## src/rtl/axis_bram_adapter_v1_0_out_fifo.sv

```systemverilog
// -----------------------------------------------------------------------------
// axis_bram_adapter_v1_0_out_fifo
//
// Output decoupling FIFO between the adapter read path and an AXI4-Stream
// master. Words and their tlast flag are stored together. The output is
// first-word-fall-through, so a word pushed in cycle N is visible in cycle
// N+1.
//
// s_accep is raised early. It keeps SLACK entries free for words that the
// 2-cycle BRAM read path has already launched. A producer that stops
// launching within SLACK cycles of s_accep falling can never overflow the
// FIFO.
//
// Optional build macro: OUT_FIFO_PKT_CNT_EN
//   Defining it adds two outputs:
//   - pkt_cnt: count of tlast pops, 16 bits, wraps from 0xFFFF to 0.
//   - pkt_pending: 1 while any stored entry carries last=1.
//   Leaving it undefined removes both ports and their logic.
//
// SLACK must lie in 1 .. 2**DEPTH_LOG2-1.
// -----------------------------------------------------------------------------
module axis_bram_adapter_v1_0_out_fifo #(
    parameter int DATA_WIDTH = 32,
    parameter int DEPTH_LOG2 = 3,
    parameter int SLACK      = 3
) (
    input  logic                  clk,
    input  logic                  rstn,
    input  logic                  flush,
    input  logic [DATA_WIDTH-1:0] s_data,
    input  logic                  s_valid,
    input  logic                  s_last,
    output logic                  s_accep,
    output logic [DATA_WIDTH-1:0] m_axis_tdata,
    output logic                  m_axis_tvalid,
    input  logic                  m_axis_tready,
    output logic                  m_axis_tlast,
    output logic [DEPTH_LOG2:0]   level,
    output logic                  overflow
`ifdef OUT_FIFO_PKT_CNT_EN
    ,
    output logic [15:0]           pkt_cnt,
    output logic                  pkt_pending
`endif
);

    localparam int DEPTH = 1 << DEPTH_LOG2;

    // Occupancy constants, sized to the level counter.
    localparam logic [DEPTH_LOG2:0]   FULL_LEVEL   = (DEPTH_LOG2+1)'(DEPTH);
    localparam logic [DEPTH_LOG2:0]   ACCEP_LEVEL  = (DEPTH_LOG2+1)'(DEPTH - SLACK);
    localparam logic [DEPTH_LOG2:0]   LVL_ONE      = (DEPTH_LOG2+1)'(1);
    localparam logic [DEPTH_LOG2:0]   LVL_ZERO     = '0;
    localparam logic [DEPTH_LOG2-1:0] PTR_ONE      = DEPTH_LOG2'(1);

    // Each entry is {last, data}.
    logic [DATA_WIDTH:0]     mem_q [DEPTH];

    logic [DEPTH_LOG2-1:0]   wr_ptr_q, wr_ptr_d;
    logic [DEPTH_LOG2-1:0]   rd_ptr_q, rd_ptr_d;
    logic [DEPTH_LOG2:0]     level_q,  level_d;
    logic                    overflow_q, overflow_d;

    logic                    full;
    logic                    empty;
    logic                    pop;
    logic                    push;
    logic                    drop;

    // -------------------------------------------------------------------------
    // Status and handshake decode. Everything is derived from the registered
    // level, so there is no path from s_valid to m_axis_tvalid.
    // -------------------------------------------------------------------------
    assign full  = (level_q == FULL_LEVEL);
    assign empty = (level_q == LVL_ZERO);

    assign m_axis_tvalid = !empty;
    assign pop           = m_axis_tvalid && m_axis_tready;

    // When full, a simultaneous pop frees a slot, so the write still lands.
    assign push = s_valid && (!full || pop);
    assign drop = s_valid && full && !pop;

    assign s_accep  = (level_q < ACCEP_LEVEL);
    assign level    = level_q;
    assign overflow = overflow_q;

    // First-word-fall-through: the head entry drives the stream directly.
    // The head stays stable until it is popped.
    assign {m_axis_tlast, m_axis_tdata} = mem_q[rd_ptr_q];

    // Storage write. Contents need no reset, because tvalid hides stale
    // entries.
    always_ff @(posedge clk) begin
        if (push && !flush) begin
            mem_q[wr_ptr_q] <= {s_last, s_data};
        end
    end

    // Next-state for pointers, level and the sticky overflow flag.
    // flush overrides any push or pop in the same cycle.
    always_comb begin
        wr_ptr_d   = wr_ptr_q;
        rd_ptr_d   = rd_ptr_q;
        level_d    = level_q;
        overflow_d = overflow_q;

        if (flush) begin
            wr_ptr_d   = '0;
            rd_ptr_d   = '0;
            level_d    = '0;
            overflow_d = 1'b0;
        end else begin
            if (push) begin
                wr_ptr_d = wr_ptr_q + PTR_ONE;
            end
            if (pop) begin
                rd_ptr_d = rd_ptr_q + PTR_ONE;
            end
            if (push && !pop) begin
                level_d = level_q + LVL_ONE;
            end else if (pop && !push) begin
                level_d = level_q - LVL_ONE;
            end
            if (drop) begin
                overflow_d = 1'b1;
            end
        end
    end

    // Pointer, level and overflow registers, cleared asynchronously by rstn.
    always_ff @(posedge clk or negedge rstn) begin
        if (!rstn) begin
            wr_ptr_q   <= '0;
            rd_ptr_q   <= '0;
            level_q    <= '0;
            overflow_q <= 1'b0;
        end else begin
            wr_ptr_q   <= wr_ptr_d;
            rd_ptr_q   <= rd_ptr_d;
            level_q    <= level_d;
            overflow_q <= overflow_d;
        end
    end

`ifdef OUT_FIFO_PKT_CNT_EN
    // -------------------------------------------------------------------------
    // Packet accounting. A separate count of stored last flags avoids
    // scanning the whole memory to decide whether a packet end is buffered.
    // -------------------------------------------------------------------------
    logic [15:0]           pkt_cnt_q,  pkt_cnt_d;
    logic [DEPTH_LOG2:0]   last_cnt_q, last_cnt_d;
    logic                  last_in;
    logic                  last_out;

    assign last_in  = push && s_last;
    assign last_out = pop && m_axis_tlast;

    assign pkt_cnt     = pkt_cnt_q;
    assign pkt_pending = (last_cnt_q != LVL_ZERO);

    // Next-state for the packet counter and the stored-last counter.
    always_comb begin
        pkt_cnt_d  = pkt_cnt_q;
        last_cnt_d = last_cnt_q;

        if (flush) begin
            pkt_cnt_d  = '0;
            last_cnt_d = '0;
        end else begin
            if (last_out) begin
                pkt_cnt_d = pkt_cnt_q + 16'd1;
            end
            if (last_in && !last_out) begin
                last_cnt_d = last_cnt_q + LVL_ONE;
            end else if (last_out && !last_in) begin
                last_cnt_d = last_cnt_q - LVL_ONE;
            end
        end
    end

    // Packet accounting registers.
    always_ff @(posedge clk or negedge rstn) begin
        if (!rstn) begin
            pkt_cnt_q  <= '0;
            last_cnt_q <= '0;
        end else begin
            pkt_cnt_q  <= pkt_cnt_d;
            last_cnt_q <= last_cnt_d;
        end
    end
`endif

endmodule

```

## config.mk

```make
export PLATFORM = sky130hd
export DESIGN_NAME = axis_bram_adapter_v1_0_out_fifo
export DESIGN_NICKNAME = d
export VERILOG_FILES = /design/src/rtl/axis_bram_adapter_v1_0_out_fifo.sv
export SDC_FILE = /design/constraint.sdc
export NUM_CORES = 1
export LEC_CHECK = 0
export BUFFER_PORTS_ARGS = -buffer_cell sky130_fd_sc_hd__buf_2
export CAP_MARGIN = 0
export CORE_ASPECT_RATIO = 0.7
export CORE_MARGIN = 2
export CORE_UTILIZATION = 35
export DETAILED_ROUTE_END_ITERATION = 10
export PLACE_DENSITY = 0.54
export SYNTH_ARGS = -nofsm -noshare
export SYNTH_HDL_FRONTEND = slang
export SYNTH_SLANG_ARGS = --single-unit
```

## constraint.sdc

```tcl
create_clock -name clk -period 13.9 [get_ports clk]
set_input_delay 0.695 -clock clk [delete_from_list [all_inputs] [get_ports clk]]
set_output_delay 0.695 -clock clk [all_outputs]
set_load 0.02 [all_outputs]
```

# Yosys cells after proc, flatten, opt, wreduce, memory -nomap -nowiden
# Memory sizes are Yosys's and may differ from the RTL's.
# Cells that the tools add are included.
# totals
elab_cells	40
ramBits	264
n_memories	1
regBits	11
# op_classes
n_reduce_logical	18
magnitude_cmp	1
eq_ne	1
add_sub_neg	4
n_mux	11
# mem_list
memory	words	width	read_ports	rd_clocked_by_memory_dff	write_ports	line	text
mem_q	8	33	1	0	1	57	logic [DATA_WIDTH:0] mem_q [DEPTH];
# op_table
operator	n
2-to-1 mux 3 bit	4
2-to-1 mux 4 bit	3
logical AND 1 bit	7
adder 3 x 1 -> 3 bit, second input constant	2
nonzero test 2 bit	3
zero test 1 bit	5
adder 4 x 1 -> 4 bit, second input constant	1
equality test 4 bit, second input constant	1
zero test 4 bit	1
less-than comparator 4 x 3 -> 1 bit, second input constant	1
2-to-1 mux 1 bit	4
subtractor 4 x 1 -> 4 bit, second input constant	1
nonzero test 3 bit	1
logical OR 1 bit	1

# Depth between registers and ports, before layout
# Gate-level depths: netlist of run 1.
# logic_depth
word_depth	10
depth_mapped	10
mapped_depth_nobuf	8

# Least setup slack after synthesis of run 1
# No wires, ideal clock.
# synth_timing
path_kind	in2reg
from	in m_axis_tready
to	mem mem_q[0][0] in the netlist's numbering (enable)
setup_time_ps	518
n_path_buf	1
stages	4
t_required_ps	13382
arrival_time_ps	4710
slack_ps	8672
path_cell_list	clkbuf_1 nand2b_1 o21ai_4 nor4b_1
# synth_between
elab_chain_len	6
# synth_lines
element	line	text
start, declared	36	input logic m_axis_tready,
logical AND 1 bit	78	assign pop = m_axis_tvalid && m_axis_tready;
logical OR 1 bit	81	assign push = s_valid && (!full || pop);
logical AND 1 bit	81	
logical AND 1 bit	95	if (push && !flush) begin
2-to-1 mux 1 bit	95	
2-to-1 mux 1 bit (not written as such)	96	mem_q[wr_ptr_q] <= {s_last, s_data};
end, declared	57	
# No other way between the ends.

# Worst setup path after layout of run 1
# layout_timing
from	reg rd_ptr_q[0]
to	out m_axis_tdata[29]
# layout_between
elab_chain_len	1
# layout_lines
element	line	text
start, declared	60	logic [DEPTH_LOG2-1:0] rd_ptr_q, rd_ptr_d;
start signal, assigned	140	rd_ptr_q <= rd_ptr_d;
memory read (8 x 33 bit)	--	
end, declared	34	output logic [DATA_WIDTH-1:0] m_axis_tdata,
# No other way between the ends.

==> results by group, run 1 <==
Pwr
  • Internal Dissipation: around 1.6 mW
  • Leakage: roughly 4.1 nW
  • Switch share: 0.270
  • Clk pwr share: 0.317
  • Cell Pwr Density: 171 mW/mm2
  • Worst vdd ir: around 0.10 mV
  • Combinational share of power: 0.218
  • Net Sw Power: 0.577 mW
  • Sequential Power Share: 0.465

Synthesis
  • Avg Cell Area, Syn: ~23 um2
  • Mapped Nets: 514
  • Top FF cell, synth: edfxtp_1
  • Area contributors post-synth: edfxtp_1 (73%), mux4_2 (14%), mux2_4 (3.2%), dfrtp_1 (2.5%), mux2_2 (1.0%)
  • Synth Instances: ~470
  • Yosys top cell by area: edfxtp_1
  • Most frequent cells after synthesis: edfxtp_1 (264), mux4_2 (66), mux2_4 (23)
  • Cell Area, Synth: 0.0108 mm2
  • Yosys warns: 0
  • Post-synth cell types: 40
  • Register area share after synthesis: 0.759
  • FFs w/ async S/R, synth: 0.0400
  • Post-synth EDFFs: around 260
  • Most common cell in the netlist: edfxtp_1
  • Top-area cell type share of the netlist area: 0.734
  • Synthesized flop and latch total: 275

Clocking
  • H-tree depth: 1
  • CTS resizes: 0
  • TritonCTS clock tree: yes
  • Postcts setup bufs: 0
  • Clk root buf: clkbuf_16
  • Num Clock Sinks: 275
  • Worst-path clk slew: roughly 0.060 ns
  • Clk Latency, worst-skew pair: 0.54 ns
  • CTS Buffer Depth: 3
  • CTS buffer count: 27
  • Hold_buf cts: 0

Critical path
  • Crit Path Max Fanout: between 40 and 50
  • Cell at the slowest stage of the critical path: dfrtp_4
  • Reg2reg path depth: 4
  • Critical Path RT: 13.20 ns
  • Crit path largest cell delay: between 0.7 and 0.8 ns
  • CP arrival: 3.20 ns
  • Worst setup SP type: flip-flop
  • Cell chain of the critical path: buf_4 -> mux4_2 -> mux2_2 -> buf_2
  • Crit end category: primary output
  • Setup Crit Path Kind: reg -> out

Layout
  • Core Util, Final: 0.415
  • Final nets: 610
  • Layout area overhead: 16.0%
  • Share of cells above drive strength 1: 0.422

Timing
  • Max frequency: between 200 and 300 MHz
  • Setup-failing EPs final: 0
  • Min Tclk post-route: around 3.9 ns
  • Slew HR: 0.289
  • Final hold violations: 0
  • TNS Setup: 0 ns
  • Fin crit share: 0.280
  • Unrepaired setup endpoints after global routing: false
  • Clk_skew: between 0.02 and 0.025 ns
  • Measured slew at the worst slew-check pin: 1.07 ns
  • Slew Limit Fails: 0

Global routing
  • Initial antenna violation count: 2
  • Number of global-route vias before repair: 5,315
  • Global-route wire length before repair: roughly 33,000 um
  • Total GRT Usage: 0.136
  • Pin count of the biggest net entering global routing: 69
  • Overflow left after global routing: 0

Floorplan
  • Core Box Area: 0.0302 mm2
  • Die X: 214 um
  • Row count: 53
  • Die area: 0.0323 mm2
  • Initial Utilization: 0.358
  • Ports: ~80
  • Die Y: around 150 um

Placement
  • RePlAce Congestion: between 0.6 and 0.7
  • IO buf count: 77
  • DP HPWL: roughly 12,000 um

Drt
  • Wirelength per Cell: 21.3 um
  • Vias per Instance: ~4.9
  • Pre-antenna DRT Iters: 6
  • Final WL: ~21,000 um
  • Post-route DRC: 0
  • Vias: around 4,900
  • DR iter-0 viols: about 420
  • Post-route ant nets: 0

Flow run
  • Max_cap viols: 0

Status
  • Status: complete, no violations

Min path
  • Min-delay worst type: in -> async
registers in the layout, summed over array words and instances, names as in the netlist:
name      count
level         4
mem_q       264
rd_ptr_q      3
overflow      1
wr_ptr_q      3
layout make-up:
cell class	count	area (um2)
inverters	6	22.5
diodes	2	5.00
clock inverters	11	60.1
well taps	412	515
clock buffers	39	771
repair buffers	92	498
flip-flops and latches	275	8210
multi-input cells	165	2450
fillers	2613	17600
power groups by stage:
| stage | clock [mW] | combinational (mW) | sequential (mW) |
|---|---|---|---|
| 6_report | 0.678 | 0.466 | 0.994 |
| 5_1_grt | 0.732 | 0.508 | 1.00 |
| 4_1_cts | 0.701 | 0.478 | 0.997 |
| 3_5_place_dp | 0 | 0.476 | 1.02 |
| 3_3_place_gp | 0 | 0.472 | 1.01 |
| 2_1_floorplan | 0 | 0.413 | 0.971 |
stage by stage:
step	std cells	instance area, um2	hold slack [ns]	setup slack, ns	total power, mW
after floorplan	471	10800	0.399	8.67	1.38
after global placement	950	11700	0.488	10.46	1.48
after detailed placement	950	11700	0.500	10.45	1.49
after CTS	1000	12500	0.0139	9.88	2.18
after global routing	1000	12500	0.0316	9.72	2.24
final	1002	12500	0.0385	10.01	2.14
layer usage:
layer,share of wire,GRT usage
met3,0.054,0.0321
met5,0,0
met4,0.017,0.0290
met1,0.46,0.188
met2,0.47,0.224
final timing paths:
kind,from,endpoint,slack [ns]
setup reg to reg,level[0],mem_q[7][15],11.15
max in group asynchronous,rstn,rd_ptr_q[0],13.58
hold reg to reg,overflow,overflow,0.51
setup / recovery,rd_ptr_q[0],m_axis_tdata[29],10.01
hold / removal,rstn,wr_ptr_q[1],0.04
min in group clk,s_data[10],mem_q[0][10],0.41
critical path: cells and delay by family (launching register included):
kind,cells,cell delay (ns)
buf+inv,2,0.93
mux,2,0.91
flops,1,0.77
logic make-up after synthesis:
family | after synthesis | share of synthesized area
flops | 275 | 0.759
buf+inv | 31 | 0.0186
compound gates | 19 | 0.0137
simple gates | 33 | 0.0147
fa+ha+maj | 5 | 0.00648
mux | 101 | 0.182
xor+xnor | 7 | 0.00567
cells in the final DEF (no fill, tap or decap), types with 2 or more instances in the layout:
cell,n
inv_1,5
edfxtp_1,264
xnor2_1,3
a21oi_1,2
ha_1,4
clkinv_2,7
diode_2,2
buf_4,15
dfrtp_1,8
nor2_4,3
mux4_2,66
o211ai_1,4
dfrtp_4,2
mux2_2,10
buf_2,77
nor2_1,15
o21ai_0,3
nand2_1,2
mux2i_1,2
clkinv_1,2
clkbuf_1,7
inv_6,2
nor3_2,3
mux2_4,23
xor2_1,4
a211oi_1,2
clkbuf_8,5
clkbuf_16,27
No activity file was read; power rests on OpenSTA's default activity.
==> run 2: changes to the inputs <==
--- a/config.mk
+++ b/config.mk
@@ -5,13 +5,14 @@
 export SDC_FILE = /design/constraint.sdc
 export NUM_CORES = 1
 export LEC_CHECK = 0
+export ABC_AREA = 1
 export BUFFER_PORTS_ARGS = -buffer_cell sky130_fd_sc_hd__buf_2
 export CAP_MARGIN = 0
 export CORE_ASPECT_RATIO = 0.7
 export CORE_MARGIN = 2
 export CORE_UTILIZATION = 35
 export DETAILED_ROUTE_END_ITERATION = 10
-export PLACE_DENSITY = 0.54
+export PLACE_DENSITY = 0.56
 export SYNTH_ARGS = -nofsm -noshare
 export SYNTH_HDL_FRONTEND = slang
 export SYNTH_SLANG_ARGS = --single-unit
==> constraint.sdc (replaced) <==
create_clock -name clk -period 3.4 [get_ports clk]
set_input_delay 0.17 -clock clk [delete_from_list [all_inputs] [get_ports clk]]
set_output_delay 0.17 -clock clk [all_outputs]
set_load 0.02 [all_outputs]
==> run 2 against run 1 <==
Compared with the run above:
- cell area increased by 4.9%
- worst setup slack got worse by 9.5 ns
- cell count increased by 39%
- largest power group unchanged
- area after synthesis increased by 3.0%
==> results by group, run 2 <==
Status
  • Status: complete, no violations

Timing
  • Unrepaired setup endpoints after global routing: false
  • Slew HR: 0.456 (+0.167)
  • Setup-failing EPs final: 0 (unchanged)
  • Max frequency: roughly 350 MHz
  • Clk_skew: 0.0133 ns (-0.00838 ns)
  • Min Tclk post-route: ~2.9 ns
  • PnR worst setup slack: 0.547 ns (-9.46 ns)
  • TNS Setup: 0 ns (unchanged)
  • Final hold violations: 0 (unchanged)
  • Measured slew at the worst slew-check pin: 0.811 ns (-0.255 ns)
  • Fin crit share: 0.839
  • Slew Limit Fails: 0 (unchanged)

Global routing
  • Global routing usage on met3: 0.0265 (-0.00566)
  • Number of global-route vias before repair: 6,575 (+24%)
  • M1 GR Usage: 0.217 (+0.0292)
  • Global-route wire length before repair: 38,100 um (+16%)
  • Met2 Resource Use GR: 0.227 (+0.00330)
  • Busiest grt layer: met2
  • Overflow left after global routing: 0 (unchanged)
  • Pin count of the biggest net entering global routing: 88 (+28%)
  • Total GRT Usage: 0.147 (+0.0102)
  • Initial antenna violation count: 1 (-1)

Drt
  • Wirelength per Cell: 17.3 um (-19%)
  • Post-route DRC: 0 (unchanged)
  • Post-route ant nets: 0 (unchanged)
  • Vias per Instance: 4.81 (-1.9%)
  • Vias: 6,717 (+37%)
  • Final WL: 24,200 um (+13%)
  • DR iter-0 viols: 489 (+17%)
  • Pre-antenna DRT Iters: 4 (-2)

Floorplan
  • Initial Utilization: 0.357 (-0.00154)
  • Row count: 54 (+1.9%)
  • Die X: 217 um (+1.5%)
  • Die Y: 153 um (+1.5%)
  • Die area: 0.0333 mm2 (+2.9%)
  • Ports: 78 (unchanged)
  • Core Box Area: 0.0312 mm2 (+3.5%)

Layout
  • Commonest non-fill, non-tap cells in the layout: edfxtp_1 (264), nor2_1 (134), nand2_1 (126), buf_2 (77), o21ai_0 (73)
  • Top reg by flops: mem_q
  • Share of cells above drive strength 1: 0.158 (-0.264)
  • Commonest non-fill, non-tap cell in the layout: edfxtp_1
  • Core Util, Final: 0.421 (+0.00573)
  • Final nets: 999 (+64%)
  • Layout area overhead: 18.1%
  • Largest register FFs: 264 (unchanged)

Synthesis
  • Register area share after synthesis: 0.737 (-0.0222)
  • Most frequent cells after synthesis: edfxtp_1 (264), nor2_1 (138), nand2_1 (126)
  • Cell Area, Synth: 0.0111 mm2 (+3.0%)
  • Post-synth cell types: 35 (-13%)
  • Yosys warns: 0 (unchanged)
  • Yosys top cell by area: edfxtp_1
  • Mapped Nets: 885 (+72%)
  • Post-synth EDFFs: 264 (unchanged)
  • Top-area cell type share of the netlist area: 0.712 (-0.0214)
  • Synth Instances: 842 (+79%)
  • FFs w/ async S/R, synth: 0.0400 (unchanged)
  • Area contributors post-synth: edfxtp_1 (71%), nor2_1 (4.7%), nand2_1 (4.2%), o21ai_0 (3.3%), mux2i_1 (3.0%)
  • Top FF cell, synth: edfxtp_1
  • Synthesized flop and latch total: 275 (unchanged)
  • Avg Cell Area, Syn: 13.2 um2 (-42%)
  • Most common cell in the netlist: edfxtp_1

Clocking
  • H-tree depth: 1 (unchanged)
  • Clk Latency, worst-skew pair: 0.54 ns (about the same)
  • Num Clock Sinks: 275 (unchanged)
  • Postcts setup bufs: 0 (unchanged)
  • CTS buffer count: 27 (unchanged)
  • CTS resizes: 0 (unchanged)
  • Hold_buf cts: 38 (+38)
  • Clk root buf: clkbuf_16
  • CTS Buffer Depth: 3 (unchanged)
  • TritonCTS clock tree: yes
  • Worst-path clk slew: 0.06 ns (about the same)

Pwr
  • Worst vdd ir: 0.437 mV (+320%)
  • Switch share: 0.313 (+0.0433)
  • Leakage: 4.54 nW (+12%)
  • Sequential Power Share: 0.456 (-0.009)
  • Combinational share of power: 0.240 (+0.022)
  • Cell Pwr Density: 664 mW/mm2 (+290%)
  • Net Sw Power: 2.73 mW (+370%)
  • Clk pwr share: 0.304 (-0.013)
  • Internal Dissipation: 6.00 mW (+280%)

Placement
  • DP HPWL: 13,200 um (+8.0%)
  • Place WS: 1.11 ns (-9.34 ns)
  • RePlAce Congestion: 0.716 (+6.1%)
  • IO buf count: 77 (unchanged)

Critical path
  • Crit Path Max Fanout: 59 (+40%)
  • Critical Path RT: 3.23 ns (-9.97 ns)
  • Worst setup SP type: flip-flop
  • Crit end category: primary output
  • Worst r2r src: level[1]
  • Crit path largest cell delay: 0.71 ns (-0.06 ns)
  • Cell at the slowest stage of the critical path: dfrtp_4
  • Setup Crit Path Kind: reg -> out
  • Most frequent cell on the critical path: nand2_1
  • Crit path from: rd_ptr_q[0]
  • Cell chain of the critical path: clkinv_2 -> buf_4 -> o21ai_0 -> o21ai_1 -> nand2_1 -> nand2_1 -> buf_2
  • CP arrival: 2.68 ns (-0.52 ns)

Min path
  • Min-delay worst type: in -> async

Flow run
  • Max_cap viols: 0 (unchanged)
run 2: cell count changes after synthesis, sizes merged, moves of 4 or more:
| cell | change |
|---|---|
| mux4 | -66 |
| mux2 | -33 |
| clkbuf | +9 |
| nand2 | +131 |
| xor2 | -4 |
| o21ai | +133 |
| nor2 | +130 |
| nand3 | +6 |
| o211ai | -4 |
| buf | +13 |
| inv | +7 |
| mux2i | +31 |
| o22ai | +33 |
run 2: final cells by class:
class	instances	area, um2
Clock inverter	10	52.6
Sequential cell	275	8210
Inverter	14	56.3
Multi-Input combinational cell	506	2630
Clock buffer	38	717
Timing Repair Buffer	132	956
Antenna cell	1	2.50
Tap cell	420	526
Fill cell	2927	18100
run 2: per-stage QoR:
stage / area (um2) / hold slack (ns) / total power [mW] / cells
global placement: 12000 / 0.0753 / 6.13 / 1309
floorplan: 11100 / -0.126 / 5.59 / 842
CTS: 13100 / 0.0157 / 8.85 / 1395
finish: 13100 / 0.0437 / 8.73 / 1396
global route: 13100 / 0.0449 / 9.21 / 1396
detailed placement: 12000 / 0.0672 / 6.14 / 1309
run 2: cell families (layout without fill, tap and decap cells):
group,after synthesis,after routing,share of synthesized area
flip-flops,275,275,0.737
adder cells (fa/ha/maj),5,5,0.00629
AO/OA/AOI/OAI,176,176,0.0838
buffers and inverters,61,194,0.0316
XOR/XNOR,1,1,0.000787
other,0,1,0
multiplexers,33,33,0.0297
AND/OR/NAND/NOR,291,291,0.111
run 2: critical path, delay by kind of cell, from the launching register on:
family | cells | cell delay, ns
and+or+nand+nor | 2 | 0.20
DFF | 1 | 0.71
buffers and inverters | 3 | 0.85
AOI/OAI and AO/OA | 2 | 0.32
run 2: layer usage:
layer	routed length (um)	part of all wire	vias up
met5	0	0	-
met1	12000	0.50	3305
met2	10700	0.44	122
met3	1150	0.047	30
li1	-	-	3260
met4	377	0.016	0
run 2: power by group through the flow:
stage | sequential [mW] | clock [mW] | combinational [mW]
after floorplan | 3.97 | 0 | 1.62
after global placement | 4.05 | 0 | 2.08
after detailed placement | 4.05 | 0 | 2.09
after CTS | 3.98 | 2.73 | 2.13
after global routing | 4.00 | 2.86 | 2.35
final | 3.98 | 2.66 | 2.10
run 2: path summary, 6_finish.rpt:
kind	end	slack, ns	depth (start not counted)
hold / removal	overflow	0.04	2
max in group asynchronous	rd_ptr_q[0]	3.11	2
hold reg to reg	wr_ptr_q[0]	0.61	2
setup reg to reg	mem_q[0][26]	1.20	7
setup / recovery	m_axis_tdata[0]	0.55	7
min in group clk	mem_q[4][11]	0.43	2
==> run 3: changes to the inputs <==
--- a/config.mk
+++ b/config.mk
@@ -5,14 +5,14 @@
 export SDC_FILE = /design/constraint.sdc
 export NUM_CORES = 1
 export LEC_CHECK = 0
-export ABC_AREA = 1
+export ABC_AREA = 0
 export BUFFER_PORTS_ARGS = -buffer_cell sky130_fd_sc_hd__buf_2
 export CAP_MARGIN = 0
 export CORE_ASPECT_RATIO = 0.7
 export CORE_MARGIN = 2
 export CORE_UTILIZATION = 35
 export DETAILED_ROUTE_END_ITERATION = 10
-export PLACE_DENSITY = 0.56
+export PLACE_DENSITY = 0.54
 export SYNTH_ARGS = -nofsm -noshare
 export SYNTH_HDL_FRONTEND = slang
 export SYNTH_SLANG_ARGS = --single-unit
==> constraint.sdc (replaced) <==
create_clock -name clk -period 2.72 [get_ports clk]
set_input_delay 0.136 -clock clk [delete_from_list [all_inputs] [get_ports clk]]
set_output_delay 0.136 -clock clk [all_outputs]
set_load 0.02 [all_outputs]
==> run 3 against run 2 <==
Compared with the run above:
- worst setup slack got worse by 0.34 ns
- wire length shrank 9.3%
- clock-buffer cell count decreased by 7
- die area decreased by 2.9%
- cell area is 0.29% lower
- largest cell class unchanged
- utilization up 1.3 points
- clock skew fell by 0.0036 ns
- sequential share of layout area rose by 0.19 points
- largest power group unchanged
- sequential cell count unchanged
- combinational power up 30%
- global-route usage down 0.80 points
- first-iteration DRC count is 40% lower
==> results by group, run 3 (synthesis results as in run 1) <==
Layout
  • Commonest non-fill, non-tap cells in the layout: edfxtp_1 (264), buf_2 (77), mux4_2 (66), dlygate4sd3_1 (36), clkbuf_16 (27)
  • Layout area overhead: 21.3%
  • Top reg by flops: mem_q
  • Register area: 0.00821 mm2 (about the same)
  • Design area: 0.0131 mm2 (-0.29%)
  • Antenna diode count: 0 (-1)
  • Share of cells above drive strength 1: 0.406 (+0.248)
  • Largest register FFs: 264 (unchanged)
  • Final non-filler cell total: 1,045 (-25%)
  • Commonest non-fill, non-tap cell in the layout: edfxtp_1
  • Core Util, Final: 0.435 (+0.0133)
  • Final nets: 656 (-34%)
  • Number of filler cells placed in the layout: 2,612 (-11%)
  • Area occupied by multi-input gates: 0.00249 mm2 (-5.1%)

Placement
  • IO buf count: 77 (unchanged)
  • RePlAce Congestion: 0.757 (+5.7%)
  • Placed Instance Area: 0.0119 mm2 (-0.91%)
  • Post-Place Cells: 960 (-27%)
  • Place WS: 0.171 ns (-0.944 ns)
  • DP HPWL: 12,700 um (-3.9%)

Clocking
  • Num Clock Sinks: 275 (unchanged)
  • Worst-path clk slew: 0.07 ns (about the same)
  • CTS Buffer Depth: 3 (unchanged)
  • TritonCTS clock tree: yes
  • Clk root buf: clkbuf_16
  • H-tree depth: 1 (unchanged)
  • CTS buffer count: 27 (unchanged)
  • Clk Latency, worst-skew pair: 0.53 ns (about the same)

Critical path
  • Setup Crit Path Kind: reg -> reg
  • CP arrival: 2.93 ns (+0.25 ns)
  • Worst setup endpoint: level[3]
  • Flop2flop setup slack: 0.21 ns (-0.99 ns)
  • Crit path from: level[1]
  • Reg2reg path depth: 8 (+1)
  • Worst setup SP type: flip-flop
  • Crit end category: flip-flop
  • FF-to-FF End: level[3]
  • Worst r2r src: level[1]
  • Crit Path Max Fanout: 8 (-86%)
  • Critical Path RT: 3.14 ns (-0.09 ns)

Floorplan
  • Ports: 78 (unchanged)
  • Initial Utilization: 0.358 (+0.00154)
  • Die X: 214 um (-1.4%)
  • Row count: 53 (-1.9%)
  • Die area: 0.0323 mm2 (-2.9%)
  • Die Y: 151 um (-1.4%)
  • Core Box Area: 0.0302 mm2 (-3.3%)

Timing
  • Unrepaired setup endpoints after global routing: false
  • Setup-failing EPs final: 0 (unchanged)
  • Fin crit share: 0.923
  • Measured slew at the worst slew-check pin: 0.864 ns (+0.0525 ns)
  • Min Tclk post-route: 2.51 ns
  • Max frequency: roughly 400 MHz
  • Worst Hold Slack: 0.0413 ns (-0.00236 ns)
  • Final hold violations: 0 (unchanged)
  • TNS Setup: 0 ns (unchanged)
  • Clk_skew: 0.00972 ns (-0.00360 ns)
  • Slew Limit Fails: 0 (unchanged)
  • PnR worst setup slack: 0.209 ns (-0.338 ns)
  • Slew HR: 0.422 (-0.0335)

Drt
  • Post-route DRC: 0 (unchanged)
  • Post-route ant nets: 0 (unchanged)
  • Vias per Instance: 4.82 (+0.20%)
  • Final WL: 22,000 um (-9.3%)
  • Vias: 5,038 (-25%)
  • DR iter-0 viols: 292 (-40%)
  • Wirelength per Cell: 21.0 um (+21%)
  • Pre-antenna DRT Iters: 4 (unchanged)

Pwr
  • Leakage: 4.30 nW (-5.4%)
  • Power, Total: 11.3 mW (+29%)
  • Worst vdd ir: 0.470 mV (+7.4%)
  • Cell Pwr Density: 861 mW/mm2 (+30%)

Global routing
  • Total GRT Usage: 0.139 (-0.00799)
  • Initial antenna violation count: 0 (-1)
  • Overflow left after global routing: 0 (unchanged)
  • Number of global-route vias before repair: 5,560 (-15%)
  • Pin count of the biggest net entering global routing: 45 (-49%)
  • Global-route wire length before repair: 33,700 um (-11%)

Status
  • Status: complete, no violations

Min path
  • Hold Path Cell Cnt: 4
  • Min-delay worst type: in -> reg

Flow run
  • Max_cap viols: 0 (unchanged)
## run 3: cell count changes in the layout (fill, tap and decap cells not counted), moves of 7 or more
| cell | change |
|---|---|
| o21ai_1 | -64 |
| mux4_2 | +66 |
| mux2_2 | +10 |
| o21ai_0 | -71 |
| mux2_4 | +23 |
| nor2_4 | -7 |
| nor2_1 | -119 |
| clkbuf_1 | -7 |
| nand2_1 | -124 |
| mux2i_1 | -31 |
| o22ai_1 | -33 |
## run 3: final cells by class
cell class / instances / area share
flip-flops and latches: 275 / 0.626
multi-input cells: 165 / 0.190
repair buffers: 138 / 0.0772
clock buffers: 31 / 0.0527
well taps: 412 / 0.0393
clock inverters: 18 / 0.0125
inverters: 6 / 0.00172
## run 3: timing repair
item,4_1_cts,5_1_grt
hold buffers,36,0
setup buffers,0,0
resized for setup,0,3
endpoints found under the hold margin,275,0
endpoints found under the setup margin,0,4
## run 3: where the power goes
| group | total [mW] | switching, mW | internal, mW | leakage [nW] |
|---|---|---|---|---|
| Sequential | 4.92 | 0.134 | 4.78 | 2.53 |
| Clock | 3.64 | 1.53 | 2.10 | 0.421 |
| Combinational | 2.73 | 1.38 | 1.35 | 1.35 |
## run 3: critical path, stage by stage, from the launching register on
cell and delay (ns):
dfrtp_1 0.47, or3_1 0.43, nor2_1 0.13, o21ai_1 0.14, ha_1 0.33, a211oi_2 0.09, or4_1 0.51, a31oi_1 0.21
a21oi_1 0.09
## run 3: worst min-delay path by stage
| stage | to | from | slack (ns) |
|---|---|---|---|
| after detailed placement | overflow | rstn | 0.03 |
| after CTS | rd_ptr_q[0] | m_axis_tready | 0.02 |
| final | overflow | m_axis_tready | 0.04 |
| after global placement | overflow | rstn | 0.02 |
| after global routing | overflow | m_axis_tready | 0.05 |
| after floorplan | level[0] | rstn | -0.16 |
## run 3: routing by layer
| metal | global-route usage | up-vias | share of wire |
|---|---|---|---|
| li1 | - | 2253 | - |
| met5 | 0 | - | 0 |
| met3 | 0.0291 | 35 | 0.039 |
| met1 | 0.193 | 2648 | 0.47 |
| met2 | 0.226 | 102 | 0.47 |
| met4 | 0.0301 | 0 | 0.018 |
